--- config.mk ---
export PLATFORM = sky130hd
export DESIGN_NAME = dawson32_op_feeder
export DESIGN_NICKNAME = d
export VERILOG_FILES = /design/src/rtl/dawson32_op_feeder.sv
export SDC_FILE = /design/constraint.sdc
export NUM_CORES = 1
export LEC_CHECK = 0
export CAP_MARGIN = 20
export CELL_PAD_IN_SITES_DETAIL_PLACEMENT = 1
export CELL_PAD_IN_SITES_GLOBAL_PLACEMENT = 1
export CORE_MARGIN = 8
export CORE_UTILIZATION = 45
export DETAILED_ROUTE_END_ITERATION = 8
export PLACE_DENSITY = 0.85
export SYNTH_ARGS = -nofsm -noshare
export SYNTH_HDL_FRONTEND = slang
export SYNTH_SLANG_ARGS = --single-unit
--- constraint.sdc ---
create_clock -name clock -period 3.1 [get_ports clock]
set_input_delay 0.62 -clock clock [delete_from_list [all_inputs] [get_ports clock]]
set_output_delay 0.62 -clock clock [all_outputs]
set_load 0.05 [all_outputs]
--- src/rtl/dawson32_op_feeder.sv ---
// Operand FIFO and single-outstanding issue sequencer feeding dawson32_if.
// Buffers operand pairs, issues one at a time, holds each result in a valid/ready register.
module dawson32_op_feeder #(
    parameter int unsigned DEPTH = 4,
    parameter int unsigned CW    = $clog2(DEPTH) + 1
) (
    input  logic          clock,
    input  logic          reset_n,
    input  logic [31:0]   in_a,
    input  logic [31:0]   in_b,
    input  logic          in_valid,
    output logic          in_ready,
    output logic [31:0]   a,
    output logic [31:0]   b,
    output logic          ready_in,
    input  logic [31:0]   out,
    input  logic          ready_out,
    output logic [31:0]   res,
    output logic          res_valid,
    input  logic          res_ready,
    output logic [CW-1:0] count,
    output logic          busy
);

    localparam int unsigned AW = $clog2(DEPTH);

    typedef enum logic [1:0] {
        StIdle,
        StReq,
        StWait
    } state_e;

    state_e         state;
    logic [63:0]    mem [DEPTH];
    logic [AW-1:0]  wr_ptr;
    logic [AW-1:0]  rd_ptr;
    logic [63:0]    head;
    logic           full;
    logic           push;
    logic           pop;

    assign full     = (count == CW'(DEPTH));
    assign in_ready = !full;
    assign push     = in_valid && in_ready;
    // Issue only when the result slot is free or being freed this edge.
    assign pop      = (state == StIdle) && (count != '0) && (!res_valid || res_ready);
    assign head     = mem[rd_ptr];
    assign busy     = (state != StIdle);

    always_ff @(posedge clock) begin
        if (push) begin
            mem[wr_ptr] <= {in_a, in_b};
        end
    end

    always_ff @(posedge clock) begin
        if (!reset_n) begin
            wr_ptr <= '0;
            rd_ptr <= '0;
            count  <= '0;
        end else begin
            if (push) begin
                wr_ptr <= wr_ptr + 1'b1;
            end
            if (pop) begin
                rd_ptr <= rd_ptr + 1'b1;
            end
            case ({push, pop})
                2'b10:   count <= count + 1'b1;
                2'b01:   count <= count - 1'b1;
                default: count <= count;
            endcase
        end
    end

    always_ff @(posedge clock) begin
        if (!reset_n) begin
            state     <= StIdle;
            a         <= '0;
            b         <= '0;
            ready_in  <= 1'b0;
            res       <= '0;
            res_valid <= 1'b0;
        end else begin
            if (res_valid && res_ready) begin
                res_valid <= 1'b0;
            end
            case (state)
                StIdle: begin
                    if (pop) begin
                        a        <= head[63:32];
                        b        <= head[31:0];
                        ready_in <= 1'b1;
                        state    <= StReq;
                    end
                end
                StReq: begin
                    ready_in <= 1'b0;
                    state    <= StWait;
                end
                StWait: begin
                    if (ready_out) begin
                        res       <= out;
                        res_valid <= 1'b1;
                        state     <= StIdle;
                    end
                end
                default: state <= StIdle;
            endcase
        end
    end

endmodule

==> report_table.html, run 1 <==
<table>
<tr><th>Metric</th><th>Value</th></tr>
<tr><th colspan="2">Outcome</th></tr>
<tr><td>Status</td><td>complete, no violations</td></tr>
<tr><th colspan="2">STA</th></tr>
<tr><td>Setup total negative slack</td><td>0 ns</td></tr>
<tr><td>Final Skew</td><td>~0.021 ns</td></tr>
<tr><td>Worst hold margin</td><td>0.452 ns</td></tr>
<tr><td>Fraction of the cycle the final worst path needs</td><td>a little over 90%</td></tr>
<tr><td>Max Clock Freq</td><td>between 300 and 400 MHz</td></tr>
<tr><td>Fin. max-slew vios</td><td>0</td></tr>
<tr><td>Worst slew margin</td><td>between 20 and 30%</td></tr>
<tr><td>Final-report setup violation count</td><td>0</td></tr>
<tr><td>Unrepaired setup endpoints after global routing</td><td>false</td></tr>
<tr><td>Slew at the pin with the worst max-slew slack</td><td>about 1.1 ns</td></tr>
<tr><td>Final hold vios</td><td>0</td></tr>
<tr><td>Shortest period the worst path allows</td><td>between 2 and 3 ns</td></tr>
<tr><th colspan="2">Hold path</th></tr>
<tr><td>End point of the most critical hold path</td><td>res[21]</td></tr>
<tr><td>Instance count along the most critical hold path</td><td>2</td></tr>
<tr><td>Hold Crit Class</td><td>flip-flop to flip-flop</td></tr>
<tr><td>Worst Hold Launch</td><td>res[21]</td></tr>
<tr><th colspan="2">CTS</th></tr>
<tr><td>Clock edge transition at the registers on the reported setup and hold paths</td><td>0.06 ns</td></tr>
<tr><td>Number of buffers added by the clock tree synthesis step</td><td>38</td></tr>
<tr><td>Clk root buf</td><td>clkbuf_16</td></tr>
<tr><td>H-tree depth reported by CTS</td><td>2</td></tr>
<tr><td>Number of hold-repair buffers added at the cts stage</td><td>0</td></tr>
<tr><td>Clk sinks</td><td>roughly 360</td></tr>
<tr><td>Clk buf depth</td><td>3</td></tr>
<tr><td># resized after CTS</td><td>0</td></tr>
<tr><td>Setup repair bufs after CTS</td><td>0</td></tr>
<tr><td>Clock Latency Late Sink</td><td>between 0.5 and 0.6 ns</td></tr>
<tr><td>CTS tree</td><td>built</td></tr>
<tr><th colspan="2">Run</th></tr>
<tr><td>Max-Cap Viols</td><td>0</td></tr>
<tr><th colspan="2">Floorplan</th></tr>
<tr><td>Die width</td><td>187 microns</td></tr>
<tr><td>Cell row count</td><td>between 60 and 70</td></tr>
<tr><td>Core outline area</td><td>roughly 29000 sq um</td></tr>
<tr><td>Starting Density</td><td>45.9%</td></tr>
<tr><td>IO Pins</td><td>approximately 200</td></tr>
<tr><td>Total die area</td><td>35100 sq um</td></tr>
<tr><td>Die H</td><td>about 190 microns</td></tr>
<tr><th colspan="2">Setup path</th></tr>
<tr><td>Crit path buffers/inverters</td><td>1</td></tr>
<tr><td>Cells on worst reg2reg path</td><td>8</td></tr>
<tr><td>Worst-path fanout max</td><td>10</td></tr>
<tr><td>Endpoint required time on the critical path</td><td>2.48 ns</td></tr>
<tr><td>Startpoint type of the worst setup path</td><td>flip-flop</td></tr>
<tr><td>Worst flop-to-flop path endpoint</td><td>count[2]</td></tr>
<tr><td>Chain of cells forming the critical path</td><td>or3b_1 &gt; clkdlybuf4s50_1</td></tr>
<tr><td>CP arrival</td><td>~2.2 ns</td></tr>
<tr><td>Max stage delay on crit path</td><td>0.77 ns</td></tr>
<tr><td>CP Capture Type</td><td>output port</td></tr>
<tr><td>Dominant delay contributor by cell family on the critical path</td><td>buffers and inverters</td></tr>
<tr><td>Launching point of the worst reg2reg path</td><td>count[2]</td></tr>
<tr><td>Launch point of the critical path</td><td>count[2]</td></tr>
<tr><td>Slowest stage cell, crit path</td><td>clkdlybuf4s50_1</td></tr>
<tr><td>FF-to-FF setup slack</td><td>about 0.70 ns</td></tr>
<tr><td>Critical Setup Path Class</td><td>flip-flop to output port</td></tr>
<tr><th colspan="2">Synth</th></tr>
<tr><td>FF+latch count, synth</td><td>approximately 360</td></tr>
<tr><td>Main flop type after synthesis</td><td>edfxtp_1</td></tr>
<tr><td>Yosys cell types</td><td>38</td></tr>
<tr><td>Yosys warnings</td><td>0</td></tr>
<tr><td>Post-synthesis average cell area</td><td>about 17 sq um</td></tr>
<tr><td>Leading cell types by count after synthesis</td><td>256 x edfxtp_1, 130 x nand2_1, 107 x dfxtp_1, 64 x mux4_2, 54 x o2bb2ai_1</td></tr>
<tr><td>Post-synth EDFFs</td><td>around 260</td></tr>
<tr><td>Leading cell type by number of instances after synthesis</td><td>edfxtp_1</td></tr>
<tr><td>Netlist area before placement</td><td>around 13000 sq um</td></tr>
<tr><td>Post-synthesis instance total</td><td>755</td></tr>
<tr><td>Area leader, netlist</td><td>edfxtp_1</td></tr>
<tr><td>Top-area cell type share of the netlist area</td><td>just under 60%</td></tr>
<tr><td>Number of nets in the synthesized netlist</td><td>~860</td></tr>
<tr><td>FFs w/ async S/R, synth</td><td>0%</td></tr>
<tr><td>Top cells by area in the synthesized netlist</td><td>edfxtp_1 58%, dfxtp_1 16%, mux4_2 11%</td></tr>
<tr><td>Sequential share of the synthesized area</td><td>74.5%</td></tr>
<tr><th colspan="2">Detailed routing</th></tr>
<tr><td>Overall routed net length</td><td>31700 microns</td></tr>
<tr><td>First-pass detailed-route iteration total</td><td>4</td></tr>
<tr><td>Average routed wire per standard cell</td><td>between 20 and 25 microns</td></tr>
<tr><td>Detailed Route Iter0 Violations</td><td>about 370</td></tr>
<tr><td>Vias</td><td>between 7000 and 8000</td></tr>
<tr><td>Remaining routing DRC violations</td><td>0</td></tr>
<tr><td>Antenna Nets Post-Route</td><td>0</td></tr>
<tr><td>Ratio of routed vias to standard cells</td><td>around 5.3</td></tr>
<tr><th colspan="2">Power and ir drop</th></tr>
<tr><td>Static power due to leakage</td><td>about 5.4 nW</td></tr>
<tr><td>Peak supply drop</td><td>between 0.6 and 0.7 mV</td></tr>
<tr><td>Total power per unit cell area</td><td>around 960 nW/um^2</td></tr>
<tr><th colspan="2">Cells and area</th></tr>
<tr><td>Layout fillers</td><td>~2600</td></tr>
<tr><td># nets final</td><td>around 1100</td></tr>
<tr><td>Share of cells above drive strength 1</td><td>between 10% and 20%</td></tr>
<tr><td>Area growth from synthesis to final layout</td><td>28.2%</td></tr>
<tr><th colspan="2">Placed design</th></tr>
<tr><td>Port-buffer cells</td><td>about 200</td></tr>
<tr><td>Routability cong.</td><td>0.730</td></tr>
<tr><td>HPWL after detailed placement</td><td>roughly 20000 microns</td></tr>
<tr><th colspan="2">Global route</th></tr>
<tr><td>Via count of the first global-routing pass</td><td>between 8000 and 9000</td></tr>
<tr><td>Initial antenna violation count</td><td>2</td></tr>
<tr><td>Total global routing track utilization</td><td>17.9%</td></tr>
<tr><td>Global route total overflow</td><td>0</td></tr>
<tr><td>Pin count of the biggest net entering global routing</td><td>68</td></tr>
<tr><td>First-pass GRT wire length</td><td>49100 microns</td></tr>
</table>
## logic make-up after synthesis
| kind of cell | Yosys count | share of synthesized area [%] |
|---|---|---|
| fa+ha+maj | 6 | 0.626 |
| flops | 363 | 74.5 |
| buf+inv | 56 | 2.27 |
| xor+xnor | 2 | 0.133 |
| simple gates | 156 | 5.08 |
| mux | 65 | 11.0 |
| compound gates | 107 | 6.43 |
## sequential cells by signal (all words and copies together) (netlist names), 2 cells and up
signal,flops
a,32
b,32
count,3
mem,256
rd_ptr,2
res,32
state,2
wr_ptr,2
## metrics by stage
| stage | setup WS [ns] | power, mW | util (%) | std cells | cell area (sq um) |
|---|---|---|---|---|---|
| 6_report | 0.239 | 16.2 | 58.8 | 1376 | 16900 |
| 5_1_grt | 0.160 | 16.8 | 58.8 | 1376 | 16900 |
| 4_1_cts | 0.213 | 16.4 | 58.8 | 1374 | 16900 |
| 3_5_place_dp | 0.347 | 11.7 | 54.3 | 1305 | 15600 |
| 3_3_place_gp | 0.389 | 11.5 | 54.3 | 1305 | 15600 |
| 2_1_floorplan | 0.204 | 10.0 | - | 755 | 13200 |
## report_power, final
group          total, mW  internal, mW  switching (mW)
Clock               4.61          2.76            1.85
Sequential          6.55          5.96           0.595
Combinational       5.01          1.91            3.10
## how the worst max path moves through the flow
stage                           end  cells past startpoint
after floorplan           mem[0][0]                      3
after global placement     count[2]                      9
after detailed placement   count[2]                      9
after CTS                  in_ready                      2
after global routing       in_ready                      2
final                      in_ready                      2
## worst register-to-register path: stages (launching register included)
cell     delay, ns
dfxtp_1       0.41
or3b_1        0.55
nand2_1       0.14
ha_1          0.18
inv_1         0.06
fa_1          0.38
xor2_1        0.16
or3_1         0.30
a21oi_1       0.15
## area by class of cell
cell class | instances | area, sq um | area share (%)
inverter | 6 | 22.5 | 0.133
tap | 384 | 480 | 2.84
timing repair buffer | 216 | 2190 | 12.9
antenna | 2 | 5.00 | 0.0296
clock buffer | 47 | 1060 | 6.24
sequential | 363 | 9840 | 58.2
clock inverter | 22 | 231 | 1.37
multi-input combinational | 336 | 3100 | 18.3
## metal layers
metal | vias up | share of wire (%) | GRT usage (%)
li1 | 3329 | - | -
met3 | 51 | 5.0 | 3.95
met4 | 0 | 2.3 | 5.19
met1 | 3756 | 39 | 20.0
met2 | 220 | 53 | 33.4
met5 | - | 0 | 0
## cell usage in the layout (no fill, tap or decap), drive strengths merged
cell type        n
nor2             5
nor4b            1
o21ai            1
ha               5
o2bb2ai         64
nor2b            1
o31ai            1
clkdlybuf4s50  202
o21a             1
nand2          130
inv              6
nor3             2
nand3            2
bufinv           4
and2             1
nand2b           2
and3b            1
or4              1
or3b             2
a21o             2
nand3b           1
mux4            64
buf             14
or2              1
clkbuf          47
diode            2
xor2             2
edfxtp         256
a21oi           38
dfxtp          107
clkinv          17
mux2i            1
fa               1
and3             4
nor4             1
clkinvlp         1
or3              1
(Power assumes the default switching activity.)
==> run 2: changes to the inputs <==
--- a/config.mk
+++ b/config.mk
@@ -9,9 +9,10 @@
 export CELL_PAD_IN_SITES_DETAIL_PLACEMENT = 1
 export CELL_PAD_IN_SITES_GLOBAL_PLACEMENT = 1
 export CORE_MARGIN = 8
-export CORE_UTILIZATION = 45
+export CORE_UTILIZATION = 41
 export DETAILED_ROUTE_END_ITERATION = 8
-export PLACE_DENSITY = 0.85
+export PLACE_DENSITY = 0.82
+export REMOVE_ABC_BUFFERS = 1
 export SYNTH_ARGS = -nofsm -noshare
 export SYNTH_HDL_FRONTEND = slang
 export SYNTH_SLANG_ARGS = --single-unit
==> constraint.sdc (replaced) <==
create_clock -name clock -period 2.58 [get_ports clock]
set_input_delay 0.516 -clock clock [delete_from_list [all_inputs] [get_ports clock]]
set_output_delay 0.516 -clock clock [all_outputs]
set_load 0.05 [all_outputs]
==> run 2 against run 1 <==
Critical path depth stayed put. Cell count up 2.9%. Sequential share of layout area shrank 0.54 points. Clock power rose by 13%. Total power is 19% higher. Largest power group unchanged. Register-to-register slack lost 0.32 ns.
==> report_table.html, run 2 (synthesis gave the netlist of run 1 again) <==
<table>
<tr><th>Metric</th><th>Value</th></tr>
<tr><th colspan="2">STA</th></tr>
<tr><td>Fraction of the cycle the final worst path needs</td><td>about nine tenths</td></tr>
<tr><td>Worst slew margin</td><td>36.1% (was 29.7%)</td></tr>
<tr><td>Final hold vios</td><td>0 (unchanged)</td></tr>
<tr><td>Unrepaired setup endpoints after global routing</td><td>false (unchanged)</td></tr>
<tr><td>Setup total negative slack</td><td>0 ns (unchanged)</td></tr>
<tr><td>Setup WS post-layout</td><td>0.248 ns (was 0.239 ns)</td></tr>
<tr><td>Worst hold margin</td><td>0.450 ns (was 0.452 ns)</td></tr>
<tr><td>Slew at the pin with the worst max-slew slack</td><td>0.959 ns (was 1.05 ns)</td></tr>
<tr><td>Final-report setup violation count</td><td>0 (unchanged)</td></tr>
<tr><td>Max Clock Freq</td><td>429 MHz</td></tr>
<tr><td>Shortest period the worst path allows</td><td>between 2 and 2.5 ns</td></tr>
<tr><td>Final Skew</td><td>0.0132 ns (was 0.0213 ns)</td></tr>
<tr><td>Fin. max-slew vios</td><td>0 (unchanged)</td></tr>
<tr><th colspan="2">Global route</th></tr>
<tr><td>Global route total overflow</td><td>0 (unchanged)</td></tr>
<tr><td>Via count of the first global-routing pass</td><td>8284 (was 8384)</td></tr>
<tr><td>Total global routing track utilization</td><td>16.3% (was 17.9%)</td></tr>
<tr><td>First-pass GRT wire length</td><td>48400 microns (was 49100 microns)</td></tr>
<tr><td>Pin count of the biggest net entering global routing</td><td>68 (unchanged)</td></tr>
<tr><td>Initial antenna violation count</td><td>2 (unchanged)</td></tr>
<tr><th colspan="2">CTS</th></tr>
<tr><td>H-tree depth reported by CTS</td><td>2 (unchanged)</td></tr>
<tr><td>Number of buffers added by the clock tree synthesis step</td><td>39 (was 38)</td></tr>
<tr><td>CTS tree</td><td>built (unchanged)</td></tr>
<tr><td>Clk sinks</td><td>363 (unchanged)</td></tr>
<tr><td>Clock Latency Late Sink</td><td>0.52 ns (was 0.53 ns)</td></tr>
<tr><td>Clk buf depth</td><td>3 (unchanged)</td></tr>
<tr><td>Clk root buf</td><td>clkbuf_16 (unchanged)</td></tr>
<tr><td>Setup repair bufs after CTS</td><td>0 (unchanged)</td></tr>
<tr><td>Clock edge transition at the registers on the reported setup and hold paths</td><td>0.06 ns (about the same)</td></tr>
<tr><th colspan="2">Detailed routing</th></tr>
<tr><td>First-pass detailed-route iteration total</td><td>5 (was 4)</td></tr>
<tr><td>Overall routed net length</td><td>31500 microns (was 31700 microns)</td></tr>
<tr><td>Ratio of routed vias to standard cells</td><td>5.23 (was 5.35)</td></tr>
<tr><td>Average routed wire per standard cell</td><td>22.2 microns (was 23.0 microns)</td></tr>
<tr><td>Remaining routing DRC violations</td><td>0 (unchanged)</td></tr>
<tr><td>Detailed Route Iter0 Violations</td><td>378 (was 365)</td></tr>
<tr><td>Vias</td><td>7410 (was 7356)</td></tr>
<tr><td>Antenna Nets Post-Route</td><td>0 (unchanged)</td></tr>
<tr><th colspan="2">Floorplan</th></tr>
<tr><td>IO Pins</td><td>204 (unchanged)</td></tr>
<tr><td>Total die area</td><td>38200 sq um (was 35100 sq um)</td></tr>
<tr><td>Die width</td><td>195 microns (was 187 microns)</td></tr>
<tr><td>Cell row count</td><td>65 (was 62)</td></tr>
<tr><td>Starting Density</td><td>41.7% (was 45.9%)</td></tr>
<tr><td>Core outline area</td><td>31600 sq um (was 28800 sq um)</td></tr>
<tr><td>Die H</td><td>195 microns (was 187 microns)</td></tr>
<tr><th colspan="2">Cells and area</th></tr>
<tr><td>Sequential cell area in the final layout</td><td>9840 sq um (unchanged)</td></tr>
<tr><td>Commonest non-fill, non-tap cell in the layout</td><td>edfxtp_1 (unchanged)</td></tr>
<tr><td>Reg with most FFs</td><td>mem (unchanged)</td></tr>
<tr><td>Flip-flop count of the largest register after layout</td><td>256 (unchanged)</td></tr>
<tr><td>Share of cells above drive strength 1</td><td>17.3% (was 16.4%)</td></tr>
<tr><td>Area growth from synthesis to final layout</td><td>29.4% (was 28.2%)</td></tr>
<tr><td># nets final</td><td>1088 (was 1068)</td></tr>
<tr><td>Post-layout utilization of the core</td><td>54.0% (was 58.8%)</td></tr>
<tr><td>Multi-input gate area in the final layout</td><td>3100 sq um (unchanged)</td></tr>
<tr><td>Layout fillers</td><td>2959 (was 2581)</td></tr>
<tr><td>Most frequent cells in the layout</td><td>256 x edfxtp_1, 200 x clkdlybuf4s50_1, 130 x nand2_1 (was 256 x edfxtp_1, 202 x clkdlybuf4s50_1, 130 x nand2_1)</td></tr>
<tr><th colspan="2">Power and ir drop</th></tr>
<tr><td>Share of total power in sequential cells</td><td>40.4% (was 40.5%)</td></tr>
<tr><td>Power dissipated by switching net loads</td><td>6.65 mW (was 5.54 mW)</td></tr>
<tr><td>Static power due to leakage</td><td>5.51 nW (was 5.44 nW)</td></tr>
<tr><td>Switching power as a share of total power</td><td>34.6% (was 34.2%)</td></tr>
<tr><td>Peak supply drop</td><td>0.670 mV (was 0.646 mV)</td></tr>
<tr><td>Power share of the combinational group</td><td>32.5% (was 31.0%)</td></tr>
<tr><td>Cell-internal power</td><td>12.6 mW (was 10.6 mW)</td></tr>
<tr><td>Total power per unit cell area</td><td>1130 nW/um^2 (was 956 nW/um^2)</td></tr>
<tr><td>Clock network fraction of total power</td><td>27.1% (was 28.5%)</td></tr>
<tr><td>PnR Total Power</td><td>19.2 mW (was 16.2 mW)</td></tr>
<tr><th colspan="2">Placed design</th></tr>
<tr><td>Routability cong.</td><td>0.723 (was 0.730)</td></tr>
<tr><td>HPWL after detailed placement</td><td>20200 microns (was 19500 microns)</td></tr>
<tr><td>Port-buffer cells</td><td>203 (unchanged)</td></tr>
<tr><td>Worst slack, placed</td><td>0.0151 ns (was 0.347 ns)</td></tr>
<tr><th colspan="2">Outcome</th></tr>
<tr><td>Status</td><td>complete, no violations (unchanged)</td></tr>
<tr><th colspan="2">Setup path</th></tr>
<tr><td>CP arrival</td><td>1.82 ns (was 2.24 ns)</td></tr>
<tr><td>Critical Setup Path Class</td><td>flip-flop to output port (unchanged)</td></tr>
<tr><td>Worst-path fanout max</td><td>6 (was 10)</td></tr>
<tr><td>Startpoint type of the worst setup path</td><td>flip-flop (unchanged)</td></tr>
<tr><td>FF-to-FF setup slack</td><td>0.38 ns (was 0.70 ns)</td></tr>
<tr><td>CP Capture Type</td><td>output port (unchanged)</td></tr>
<tr><td>Launching point of the worst reg2reg path</td><td>state[1] (was count[2])</td></tr>
<tr><td>Cells on worst reg2reg path</td><td>8 (unchanged)</td></tr>
<tr><td>Worst flop-to-flop path endpoint</td><td>count[2] (unchanged)</td></tr>
<tr><td>Endpoint required time on the critical path</td><td>2.06 ns (was 2.48 ns)</td></tr>
<tr><th colspan="2">Hold path</th></tr>
<tr><td>Instance count along the most critical hold path</td><td>2 (unchanged)</td></tr>
<tr><td>Hold Crit Class</td><td>flip-flop to flip-flop (unchanged)</td></tr>
<tr><td>End point of the most critical hold path</td><td>res[11] (was res[21])</td></tr>
<tr><td>Worst Hold Launch</td><td>res[11] (was res[21])</td></tr>
<tr><th colspan="2">Run</th></tr>
<tr><td>Max-Cap Viols</td><td>0 (unchanged)</td></tr>
</table>
-- run 2: cell count changes in the layout (fill, tap and decap cells not counted), moves of 3 or more --
cell       previous run  this run
bufinv_16             4         0
inv_6                 0         4
buf_4                 8        21
buf_12                5        11
clkinv_1              3         6
clkinv_2             12         4
clkbuf_1              3         9
-- run 2: metrics by stage --
| stage | instances | area, sq um |
|---|---|---|
| after floorplan | 705 | 12900 |
| after global placement | 1342 | 15900 |
| after detailed placement | 1342 | 15900 |
| after CTS | 1414 | 17100 |
| after global routing | 1415 | 17100 |
| final | 1416 | 17100 |
-- run 2: final cells by class --
cell class	instances	area share, %
timing repair buffer	235	14.1
tap	402	2.95
clock buffer	55	6.48
multi-input combinational	336	18.1
clock inverter	17	0.594
antenna	2	0.0293
inverter	6	0.132
sequential	363	57.6
-- run 2: timing repair --
item	CTS	global route
endpoints found under the setup margin	2	0
resized for setup	2	0
endpoints found under the hold margin	0	0
hold buffers	0	0
-- run 2: worst max path at each step --
stage	from	end	slack, ns
floorplan	state[1]	count[2]	-2.03
global placement	res_ready	count[2]	0.05
detailed placement	res_ready	count[2]	0.02
CTS	state[0]	busy	0.19
global route	state[0]	busy	0.15
finish	state[0]	busy	0.25
-- run 2: critical path, stage by stage, from the launching register on --
cell and delay, ns:
dfxtp_1 0.37, or2_1 0.32, dlygate4sd2_1 0.61
-- run 2: power groups by stage --
stage / Combinational [mW] / Sequential (mW) / Clock (mW)
2_1_floorplan: 2.17 / 9.66 / 0
3_5_place_dp: 6.36 / 7.90 / 0
6_report: 6.25 / 7.76 / 5.21
5_1_grt: 6.63 / 7.89 / 5.54
4_1_cts: 6.38 / 7.80 / 5.37
3_3_place_gp: 6.23 / 7.86 / 0
-- run 2: metal layers --
metal  wire (microns)  up-vias  GRT usage (%)
met3             2070       51           4.18
met2            16100      218           29.1
met1            12600     3763           18.9
met4              714        2           5.25
met5               13        -              0
li1                 -     3376              -
==> run 3: changes to the inputs <==
--- a/config.mk
+++ b/config.mk
@@ -11,8 +11,10 @@
 export CORE_MARGIN = 8
 export CORE_UTILIZATION = 41
 export DETAILED_ROUTE_END_ITERATION = 8
+export MAX_ROUTING_LAYER = met4
 export PLACE_DENSITY = 0.82
 export REMOVE_ABC_BUFFERS = 1
+export SETUP_SLACK_MARGIN = 0.1
 export SYNTH_ARGS = -nofsm -noshare
 export SYNTH_HDL_FRONTEND = slang
 export SYNTH_SLANG_ARGS = --single-unit
==> run 3 against run 2 <==
Die area unchanged. Sequential cell count unchanged. Sequential power hardly changed. Critical path depth stayed put. Setup slack better by 0.0068 ns. Clock skew shrank 0.0013 ns. Largest cell class unchanged. Critical path type unchanged. Clock power about the same. Routed wire length decreased by 0.20%. Fmax is 0.29% higher. Register-to-register slack about the same.
==> report_table.html, run 3 (synthesis gave the netlist of run 1 again) <==
<table>
<tr><th>Metric</th><th>Value</th></tr>
<tr><th colspan="2">Outcome</th></tr>
<tr><td>Status</td><td>complete, no violations (unchanged)</td></tr>
<tr><th colspan="2">CTS</th></tr>
<tr><td>Number of buffers added by the clock tree synthesis step</td><td>39 (unchanged)</td></tr>
<tr><td>Clock edge transition at the registers on the reported setup and hold paths</td><td>0.06 ns (about the same)</td></tr>
<tr><td>Clock Latency Late Sink</td><td>0.52 ns (about the same)</td></tr>
<tr><td>Clk sinks</td><td>363 (unchanged)</td></tr>
<tr><td># resized after CTS</td><td>2 (unchanged)</td></tr>
<tr><td>CTS tree</td><td>built (unchanged)</td></tr>
<tr><td>Number of hold-repair buffers added at the cts stage</td><td>0 (unchanged)</td></tr>
<tr><td>Clk root buf</td><td>clkbuf_16 (unchanged)</td></tr>
<tr><td>Clk buf depth</td><td>3 (unchanged)</td></tr>
<tr><td>Setup repair bufs after CTS</td><td>0 (unchanged)</td></tr>
<tr><td>H-tree depth reported by CTS</td><td>2 (unchanged)</td></tr>
<tr><th colspan="2">Setup path</th></tr>
<tr><td>Critical Setup Path Class</td><td>flip-flop to output port (unchanged)</td></tr>
<tr><td>CP Capture Type</td><td>output port (unchanged)</td></tr>
<tr><td>Worst-path fanout max</td><td>6 (unchanged)</td></tr>
<tr><td>Startpoint type of the worst setup path</td><td>flip-flop (unchanged)</td></tr>
<tr><td>Max stage delay on crit path</td><td>0.61 ns (about the same)</td></tr>
<tr><td>Slowest stage cell, crit path</td><td>dlygate4sd2_1 (unchanged)</td></tr>
<tr><td>CP arrival</td><td>1.81 ns (was 1.82 ns)</td></tr>
<tr><td>Endpoint required time on the critical path</td><td>2.06 ns (about the same)</td></tr>
<tr><td>Chain of cells forming the critical path</td><td>or2_1 &gt; dlygate4sd2_1 (unchanged)</td></tr>
<tr><th colspan="2">Global route</th></tr>
<tr><td>Global route total overflow</td><td>0 (unchanged)</td></tr>
<tr><td>First-pass GRT wire length</td><td>48400 microns (about the same)</td></tr>
<tr><td>Total global routing track utilization</td><td>16.8% (was 16.3%)</td></tr>
<tr><td>Via count of the first global-routing pass</td><td>8283 (was 8284)</td></tr>
<tr><td>Pin count of the biggest net entering global routing</td><td>68 (unchanged)</td></tr>
<tr><td>Initial antenna violation count</td><td>2 (unchanged)</td></tr>
<tr><th colspan="2">Cells and area</th></tr>
<tr><td>Share of cells above drive strength 1</td><td>17.3% (unchanged)</td></tr>
<tr><td>Final Non-Filler Cells</td><td>1416 (unchanged)</td></tr>
<tr><td>Area growth from synthesis to final layout</td><td>29.4% (unchanged)</td></tr>
<tr><td># nets final</td><td>1088 (unchanged)</td></tr>
<tr><td>Design area</td><td>17100 sq um (unchanged)</td></tr>
<tr><td>Most frequent cells in the layout</td><td>256 x edfxtp_1, 200 x clkdlybuf4s50_1, 130 x nand2_1 (unchanged)</td></tr>
<tr><td>Commonest non-fill, non-tap cell in the layout</td><td>edfxtp_1 (unchanged)</td></tr>
<tr><td>Flip-flop count of the largest register after layout</td><td>256 (unchanged)</td></tr>
<tr><td>Reg with most FFs</td><td>mem (unchanged)</td></tr>
<tr><th colspan="2">Placed design</th></tr>
<tr><td>Worst slack, placed</td><td>0.0151 ns (unchanged)</td></tr>
<tr><td>Routability cong.</td><td>0.731 (was 0.723)</td></tr>
<tr><td>Post-placement cell count</td><td>1342 (unchanged)</td></tr>
<tr><td>DP Area</td><td>15900 sq um (unchanged)</td></tr>
<tr><td>HPWL after detailed placement</td><td>20200 microns (unchanged)</td></tr>
<tr><td>Port-buffer cells</td><td>203 (unchanged)</td></tr>
<tr><th colspan="2">Floorplan</th></tr>
<tr><td>Cell row count</td><td>65 (unchanged)</td></tr>
<tr><td>Core outline area</td><td>31600 sq um (unchanged)</td></tr>
<tr><td>IO Pins</td><td>204 (unchanged)</td></tr>
<tr><td>Total die area</td><td>38200 sq um (unchanged)</td></tr>
<tr><td>Die H</td><td>195 microns (unchanged)</td></tr>
<tr><td>Die width</td><td>195 microns (unchanged)</td></tr>
<tr><td>Starting Density</td><td>41.7% (unchanged)</td></tr>
<tr><th colspan="2">STA</th></tr>
<tr><td>Slew at the pin with the worst max-slew slack</td><td>0.958 ns (was 0.959 ns)</td></tr>
<tr><td>Worst hold margin</td><td>0.450 ns (about the same)</td></tr>
<tr><td>Fraction of the cycle the final worst path needs</td><td>90.1% (was 90.4%)</td></tr>
<tr><td>Max Clock Freq</td><td>430 MHz (was 429 MHz)</td></tr>
<tr><td>Final hold vios</td><td>0 (unchanged)</td></tr>
<tr><td>Setup WS post-layout</td><td>0.255 ns (was 0.248 ns)</td></tr>
<tr><td>Worst slew margin</td><td>36.1% (about the same)</td></tr>
<tr><td>Shortest period the worst path allows</td><td>2.33 ns (about the same)</td></tr>
<tr><td>Unrepaired setup endpoints after global routing</td><td>false (unchanged)</td></tr>
<tr><td>Fin. max-slew vios</td><td>0 (unchanged)</td></tr>
<tr><td>Final-report setup violation count</td><td>0 (unchanged)</td></tr>
<tr><td>Final Skew</td><td>0.0119 ns (was 0.0132 ns)</td></tr>
<tr><th colspan="2">Power and ir drop</th></tr>
<tr><td>Total power per unit cell area</td><td>1130 nW/um^2 (about the same)</td></tr>
<tr><td>Static power due to leakage</td><td>5.51 nW (unchanged)</td></tr>
<tr><td>PnR Total Power</td><td>19.2 mW (about the same)</td></tr>
<tr><td>Peak supply drop</td><td>0.672 mV (was 0.670 mV)</td></tr>
<tr><th colspan="2">Detailed routing</th></tr>
<tr><td>Vias</td><td>7391 (was 7410)</td></tr>
<tr><td>Antenna Nets Post-Route</td><td>0 (unchanged)</td></tr>
<tr><td>Ratio of routed vias to standard cells</td><td>5.22 (was 5.23)</td></tr>
<tr><td>First-pass detailed-route iteration total</td><td>4 (was 5)</td></tr>
<tr><td>Detailed Route Iter0 Violations</td><td>324 (was 378)</td></tr>
<tr><td>Average routed wire per standard cell</td><td>22.2 microns (about the same)</td></tr>
<tr><td>Overall routed net length</td><td>31400 microns (was 31500 microns)</td></tr>
<tr><td>Remaining routing DRC violations</td><td>0 (unchanged)</td></tr>
<tr><th colspan="2">Hold path</th></tr>
<tr><td>Hold Crit Class</td><td>flip-flop to flip-flop (unchanged)</td></tr>
<tr><th colspan="2">Run</th></tr>
<tr><td>Max-Cap Viols</td><td>0 (unchanged)</td></tr>
</table>
## run 3: cell counts in the layout (fill, tap and decap cells not counted)
No cell type changed its count.
## run 3: cell type report
| class | instances | area, sq um |
|---|---|---|
| sequential | 363 | 9840 |
| fill | 2961 | 14600 |
| clock inverter | 17 | 101 |
| inverter | 6 | 22.5 |
| tap | 402 | 503 |
| timing repair buffer | 235 | 2400 |
| multi-input combinational | 336 | 3100 |
| clock buffer | 55 | 1110 |
| antenna | 2 | 5.00 |
## run 3: path summary, 6_finish.rpt
check        startpoint  endpoint  slack (ns)  depth (start not counted)
max            state[0]      busy        0.25                          2
min             res[11]   res[11]        0.45                          2
max reg2reg    state[1]  count[2]        0.39                          8
min reg2reg     res[11]   res[11]        0.45                          2
## run 3: where the power goes
group	internal, mW	total [mW]	switching [mW]	leakage, nW
Sequential	7.15	7.76	0.604	3.22
Combinational	2.41	6.25	3.84	1.69
Clock	3.01	5.21	2.20	0.589
Total	12.6	19.2	6.64	5.51
## run 3: worst max-delay path, delay by kind of cell, from the launching register on
kind / cells / cell delay, ns
flops: 1 / 0.37
simple gates: 1 / 0.31
buf+inv: 1 / 0.61
## run 3: metrics by stage
step                util, %  TNS [ns]
global placement       50.1         0
finish                 54.0         0
detailed placement     50.1         0
CTS                    54.0         0
global route           54.0         0
floorplan                 -   -291.82
## run 3: metal layers
layer	global-route usage [%]	wire, microns
met1	19.1	12700
met2	29.1	16100
met3	3.87	1950
met4	5.19	711
met5	-	0
